[src/rtl/hour_control_if.sv]
// Hour stage bundle: controls from the minute stage / set panel,
// BCD display and day-rollover pulse back out.
interface hour_control_if;
  logic       set_ena;
  logic       up;
  logic       down;
  logic       TC_from_minute;
  logic [7:0] BCD_out;
  logic       pm;
  logic       TC_to_day;

  modport master (
    output set_ena,
    output up,
    output down,
    output TC_from_minute,
    input  BCD_out,
    input  pm,
    input  TC_to_day
  );

  modport slave (
    input  set_ena,
    input  up,
    input  down,
    input  TC_from_minute,
    output BCD_out,
    output pm,
    output TC_to_day
  );
endinterface

[src/rtl/hour_control.sv]
// Hour stage of the digital clock: binary hour 0..23 with registered
// BCD (24h or 12h+pm) decode, manual set and day-rollover pulse.
module hour_control #(
  parameter bit MODE_24     = 1'b1,
  parameter int SYNC_STAGES = 2
) (
  input  logic    clk,
  input  logic    reset_n,
  hour_control_if.slave bus
);

  localparam logic [7:0] RST_BCD =
    MODE_24 ? 8'h00 : 8'h12;

  logic [SYNC_STAGES-1:0] tc_s;
  logic [SYNC_STAGES-1:0] up_s;
  logic [SYNC_STAGES-1:0] dn_s;
  logic tc_q;
  logic up_q;
  logic dn_q;
  logic tc_ev;
  logic up_ev;
  logic dn_ev;

  logic [4:0] h;
  logic [4:0] h_nx;
  logic       roll;
  logic [7:0] bcd_q;
  logic       pm_q;
  logic       day_q;

  logic [4:0] v;
  logic [3:0] t;
  logic [3:0] u;
  logic       dec_pm;

  always_ff @(posedge clk or negedge reset_n) begin
    if (!reset_n) begin
      tc_s <= '0;
      up_s <= '0;
      dn_s <= '0;
      tc_q <= 1'b0;
      up_q <= 1'b0;
      dn_q <= 1'b0;
    end else begin
      tc_s <= {tc_s[SYNC_STAGES-2:0],
               bus.TC_from_minute};
      up_s <= {up_s[SYNC_STAGES-2:0], bus.up};
      dn_s <= {dn_s[SYNC_STAGES-2:0], bus.down};
      tc_q <= tc_s[SYNC_STAGES-1];
      up_q <= up_s[SYNC_STAGES-1];
      dn_q <= dn_s[SYNC_STAGES-1];
    end
  end

  assign tc_ev = tc_s[SYNC_STAGES-1] & ~tc_q;
  assign up_ev = up_s[SYNC_STAGES-1] & ~up_q;
  assign dn_ev = dn_s[SYNC_STAGES-1] & ~dn_q;

  // Events are consumed every edge, so a TC seen in set mode is lost.
  always_comb begin
    h_nx = h;
    roll = 1'b0;
    unique case (1'b1)
      !bus.set_ena && tc_ev: begin
        roll = (h == 5'd23);
        h_nx = roll ? 5'd0 : h + 5'd1;
      end
      bus.set_ena && up_ev && !dn_ev:
        h_nx = (h == 5'd23) ? 5'd0 : h + 5'd1;
      bus.set_ena && dn_ev && !up_ev:
        h_nx = (h == 5'd0) ? 5'd23 : h - 5'd1;
      default: ;
    endcase
  end

  always_comb begin
    v      = h_nx;
    dec_pm = 1'b0;
    t      = 4'd0;
    u      = 4'd0;
    if (!MODE_24) begin
      dec_pm = (h_nx >= 5'd12);
      if (dec_pm) v = h_nx - 5'd12;
      if (v == 5'd0) v = 5'd12;
    end
    if (v >= 5'd20) begin
      t = 4'd2;
      u = 4'(v - 5'd20);
    end else if (v >= 5'd10) begin
      t = 4'd1;
      u = 4'(v - 5'd10);
    end else begin
      t = 4'd0;
      u = v[3:0];
    end
  end

  always_ff @(posedge clk or negedge reset_n) begin
    if (!reset_n) begin
      h     <= 5'd0;
      bcd_q <= RST_BCD;
      pm_q  <= 1'b0;
      day_q <= 1'b0;
    end else begin
      h     <= h_nx;
      bcd_q <= {t, u};
      pm_q  <= dec_pm;
      day_q <= roll;
    end
  end

  assign bus.BCD_out   = bcd_q;
  assign bus.pm        = pm_q;
  assign bus.TC_to_day = day_q;

endmodule

[src/flat_wrapper.sv]
// flat-port wrapper written by rule: the top's interface ports become plain ports
module hour_control_flat 
#(
  parameter bit MODE_24     = 1'b1,
  parameter int SYNC_STAGES = 2
)
  (clk, reset_n, bus_set_ena, bus_up, bus_down, bus_TC_from_minute, bus_BCD_out, bus_pm, bus_TC_to_day);
  hour_control_if bus_i ();
  input  logic clk;
  input  logic reset_n;
  input wire logic [$bits(bus_i.set_ena)-1:0] bus_set_ena;
  input wire logic [$bits(bus_i.up)-1:0] bus_up;
  input wire logic [$bits(bus_i.down)-1:0] bus_down;
  input wire logic [$bits(bus_i.TC_from_minute)-1:0] bus_TC_from_minute;
  output wire logic [$bits(bus_i.BCD_out)-1:0] bus_BCD_out;
  output wire logic [$bits(bus_i.pm)-1:0] bus_pm;
  output wire logic [$bits(bus_i.TC_to_day)-1:0] bus_TC_to_day;
  assign bus_i.set_ena = bus_set_ena;
  assign bus_i.up = bus_up;
  assign bus_i.down = bus_down;
  assign bus_i.TC_from_minute = bus_TC_from_minute;
  assign bus_BCD_out = bus_i.BCD_out;
  assign bus_pm = bus_i.pm;
  assign bus_TC_to_day = bus_i.TC_to_day;
  hour_control #(.MODE_24(MODE_24), .SYNC_STAGES(SYNC_STAGES)) u_core (.clk(clk), .reset_n(reset_n), .bus(bus_i));
endmodule
[config.mk]
export PLATFORM = sky130hd
export DESIGN_NAME = hour_control_flat
export DESIGN_NICKNAME = d
export VERILOG_FILES = /design/src/rtl/hour_control_if.sv /design/src/rtl/hour_control.sv /design/src/flat_wrapper.sv
export SDC_FILE = /design/constraint.sdc
export NUM_CORES = 1
export LEC_CHECK = 0
export CAP_MARGIN = 20
export CORE_MARGIN = 2
export CORE_UTILIZATION = 50
export CTS_CLUSTER_DIAMETER = 150
export CTS_CLUSTER_SIZE = 24
export DETAILED_ROUTE_END_ITERATION = 8
export DONT_BUFFER_PORTS = 1
export MAX_ROUTING_LAYER = met4
export PLACE_DENSITY = 0.71
export RECOVER_POWER = 25
export SETUP_SLACK_MARGIN = 0.15
export SYNTH_ARGS = -nofsm -noshare
export SYNTH_HDL_FRONTEND = slang
export SYNTH_SLANG_ARGS = --single-unit
[constraint.sdc]
create_clock -name clk -period 3 [get_ports clk]
set_input_delay 0.75 -clock clk [delete_from_list [all_inputs] [get_ports clk]]
set_output_delay 0.75 -clock clk [all_outputs]
set_load 0.01 [all_outputs]
==> flow_metrics.py <==
metrics = {
    "pwr": {
        "total_leakage_power_nw": 0.527,
        "power.ir.vdd_worst_v": 0.000603,
        "power.density_cell_area_mw_per_mm2": 1020,
        "internal-power_mw": 0.747,
        "power.net_switching_mw": 0.470,
        "power_frac_clock": 0.178,
        "combinationalPowerShare": 0.462,
        "seq_power_share": 0.359,
        "swShare": 0.387,
        "total_power_mw": 1.22,
    },
    "yosys": {
        "synth_largest_type_area_fraction": 0.449,
        "ys_async_sr_fraction": 1.00,
        "synth_area_leader_cell": "dfrtp_1",
        "count_of_flip_flops_with_a_built_in_enable_after_synthesis": 0,
        "syn_inst": 107,
        "synthTopCellsByArea": "dfrtp_1 45%, ha_1 5.6%, nand2b_1 2.8%",
        "synth_top_flop_cell": "dfrtp_1",
        "synthMostInstantiatedCell": "dfrtp_1",
        "yosysWarningCount": 0,
        "synth.lib_cells_used.distinct": 42,
        "synth.cells.most_frequent": "20 x dfrtp_1, 8 x nor2_1, 6 x inv_1, 6 x nand3_1",
        "synthesis.area_per_instance_um2": 10.4,
        "synth_area_mm2": 0.00111,
        "synth_seq_area_share": 0.449,
        "ys_seq_elements": 20,
    },
    "detailed_routing": {
        "detail_route.wirelength_mm": 2.16,
        "ant_nets": 0,
        "drt_iter0_drc": 20,
        "detail_route.drc_violations": 0,
        "detailedRoute.firstPassIterationCount": 4,
        "via_count": 826,
        "vias_per_cell": 5.99,
        "routed_length_per_placed_instance_um": 15.7,
    },
    "cells_and_area": {
        "layout_filler_cell_count": 189,
        "final_util": 0.555,
        "layoutNonFillerInstCount": 138,
        "antenna-diode-count": 0,
        "design.final.nets": 122,
        "final-seq-area_um2": 503,
        "drive_gt1_frac": 0.182,
        "area_taken_by_multi_input_logic_gates_um2": 564,
        "areaGrowthSynthToFinish_pct": 7.08,
    },
    "sta": {
        "finalMaxSlewViolations": 0,
        "rsz0062_at_grt": "true",
        "timing.final.setup_violations": 0,
        "fin_crit_sh": 0.908,
        "summed_negative_setup_slack_over_all_endpoints_ps": 0,
        "max_freq_mhz": 367,
        "timing.final.ws_setup_ps": 276,
        "layout_skew_ps": 7.15,
        "finalHoldViolCount": 0,
        "clock_period_minus_final_worst_setup_slack_ps": 2720,
    },
    "critical_path": {
        "path_depth": 11,
        "regToRegStartpoint": "u_core.h[0]",
        "timing.critical_path.mode_cell": "ha_1",
        "rr_endpoint": "u_core.bus.BCD_out[3]",
        "arrival_ps": 2920,
        "startpoint_type": "register",
        "largest_stage_delay_on_the_critical_path_ps": 460,
        "cp-end-kind": "register",
        "crit_path_top_delay_cell": "dfrtp_2",
        "critical_path_class": "register to register",
        "timing.critical_path.cells": "ha_1 > nand2_2 > or3_1 > and3_1 > a221oi_2 > buf_4 > ha_1 > o21a_1 > or3_4 > o21ai_1 > a221o_1",
        "worstRegToRegCells": 11,
        "required_ps": 3200,
        "biggest_fanout_along_the_worst_timing_path": 6,
        "critical-path-top-delay-family": "simple AND/OR/NAND/NOR gates",
        "cp_bufs_invs": 1,
        "reg2reg_slack_ps": 280,
    },
    "grt": {
        "grt_util_all_layers": 0.199,
        "pin_count_of_the_biggest_net_entering_global_routing": 21,
        "grt_first_pass_wirelength_mm": 3.71,
        "first_global_vias": 752,
        "grt_remaining_overflow": 0,
        "grt_antenna_before_repair": 0,
    },
    "clocking": {
        "number_of_buffers_inserted_by_post_cts_setup_repair": 0,
        "ctsRootBufferMaster": "clkbuf_4",
        "cts.clk_slew.worst_paths_ps": 110,
        "cts_buffers": 3,
        "cts-hold-fix-buffers": 0,
        "cts_tree": "yes",
        "h_tree_levels": 1,
        "clock_sinks": 20,
        "cts-root-to-sink-buffers": 2,
        "clk-insertion-delay-late_ps": 300,
        "post_cts_resize_count": 0,
    },
    "floorplan": {
        "core.rowCount": 17,
        "floorplan.io_pins": 16,
        "die_w_um": 51.2,
        "initial_utilization": 0.518,
        "die_h_um": 51.2,
        "placeableCoreArea_mm2": 0.00215,
        "die_area_mm2": 0.00262,
    },
    "hold_path": {
        "holdCritPathClass": "primary input to asynchronous set/reset pin",
    },
    "placement": {
        "dpl_worst_slack_ps": 68.4,
        "port_buffer_cells": 0,
        "gp_congestion": 0.924,
        "placedCellCount": 134,
        "hpwl_mm": 1.60,
    },
    "status": {
        "status": "finished clean",
    },
    "run": {
        "max-cap-violations": 0,
    },
}
## cell type report
type | count | share of cell area
Clock buffer | 3 | 0.0189
Clock inverter | 1 | 0.0252
Inverter | 6 | 0.0189
Multi-Input combinational cell | 78 | 0.473
Sequential cell | 20 | 0.422
Tap cell | 28 | 0.0294
Timing Repair Buffer | 2 | 0.0126
## stage by stage
| step | area (µm²) | hold WS [ps] |
|---|---|---|
| 2_1_floorplan | 1120 | 331 |
| 3_3_place_gp | 1130 | 335 |
| 3_5_place_dp | 1130 | 336 |
| 4_1_cts | 1180 | 119 |
| 5_1_grt | 1190 | 104 |
| 6_report | 1190 | 123 |
## state kept, by name (all words and copies together), names as in the netlist
name	count
u_core.bus.TC_to_day	1
u_core.tc_q	1
u_core.bus.BCD_out	5
u_core.up_q	1
u_core.dn_q	1
u_core.dn_s	2
u_core.tc_s	2
u_core.up_s	2
u_core.h	5
## metal layers
metal	part of all wire	up-vias	track usage
met1	0.47	407	0.285
met3	0.054	4	0.0409
met4	0.012	0	0.0811
li1	-	384	-
met2	0.46	31	0.275
met5	0	-	-
## worst register-to-register path, stage by stage, from the launching register on
cell	delay (ps)
dfrtp_2	460
ha_1	250
nand2_2	90
or3_1	370
and3_1	210
a221oi_2	240
buf_4	200
ha_1	140
o21a_1	140
or3_4	150
o21ai_1	70
a221o_1	300
## layout by cell type (no fill, tap or decap), types with 2 or more instances in the layout
cell and instances:
a221o_1 2, o21ai_1 3, nor2_1 8, nand3b_1 2, nor3_1 2, buf_4 2
dfrtp_1 18, a21oi_1 4, mux2i_1 2, and3_1 2, xnor2_1 2, clkbuf_4 3
and2_4 2, ha_1 5, nand2b_1 5, conb_1 3, dfrtp_2 2, inv_1 6
nand3_1 6, nand2_1 4, o22ai_1 2
## cell families (layout without fill, tap and decap cells)
kind of cell | after synthesis | after routing | synth area share
AOI/OAI and AO/OA | 21 | 21 | 0.144
other | 1 | 3 | 0.00337
buffers and inverters | 11 | 12 | 0.0573
muxes | 3 | 3 | 0.0281
xor gates and xnor gates | 3 | 3 | 0.0303
DFF | 20 | 20 | 0.449
and+or+nand+nor | 43 | 43 | 0.231
adders and majority gates | 5 | 5 | 0.0562
## worst max-delay path by stage
stage / start / endpoint / slack, ps
2_1_floorplan: bus_set_ena / u_core.bus.BCD_out[1] / 170
3_3_place_gp: bus_set_ena / u_core.bus.BCD_out[1] / 140
3_5_place_dp: bus_set_ena / u_core.bus.BCD_out[1] / 70
4_1_cts: u_core.h[0] / u_core.bus.BCD_out[3] / 200
5_1_grt: u_core.h[0] / u_core.bus.BCD_out[2] / 150
6_report: u_core.h[0] / u_core.bus.BCD_out[3] / 280
## power groups by stage
stage | clock network [mW] | logic [mW] | registers [mW]
5_1_grt | 0.231 | 0.629 | 0.448
3_3_place_gp | 0 | 0.540 | 0.438
6_report | 0.217 | 0.563 | 0.438
3_5_place_dp | 0 | 0.550 | 0.437
2_1_floorplan | 0 | 0.454 | 0.412
4_1_cts | 0.222 | 0.554 | 0.434
Power figures use the tool's default switching activity.
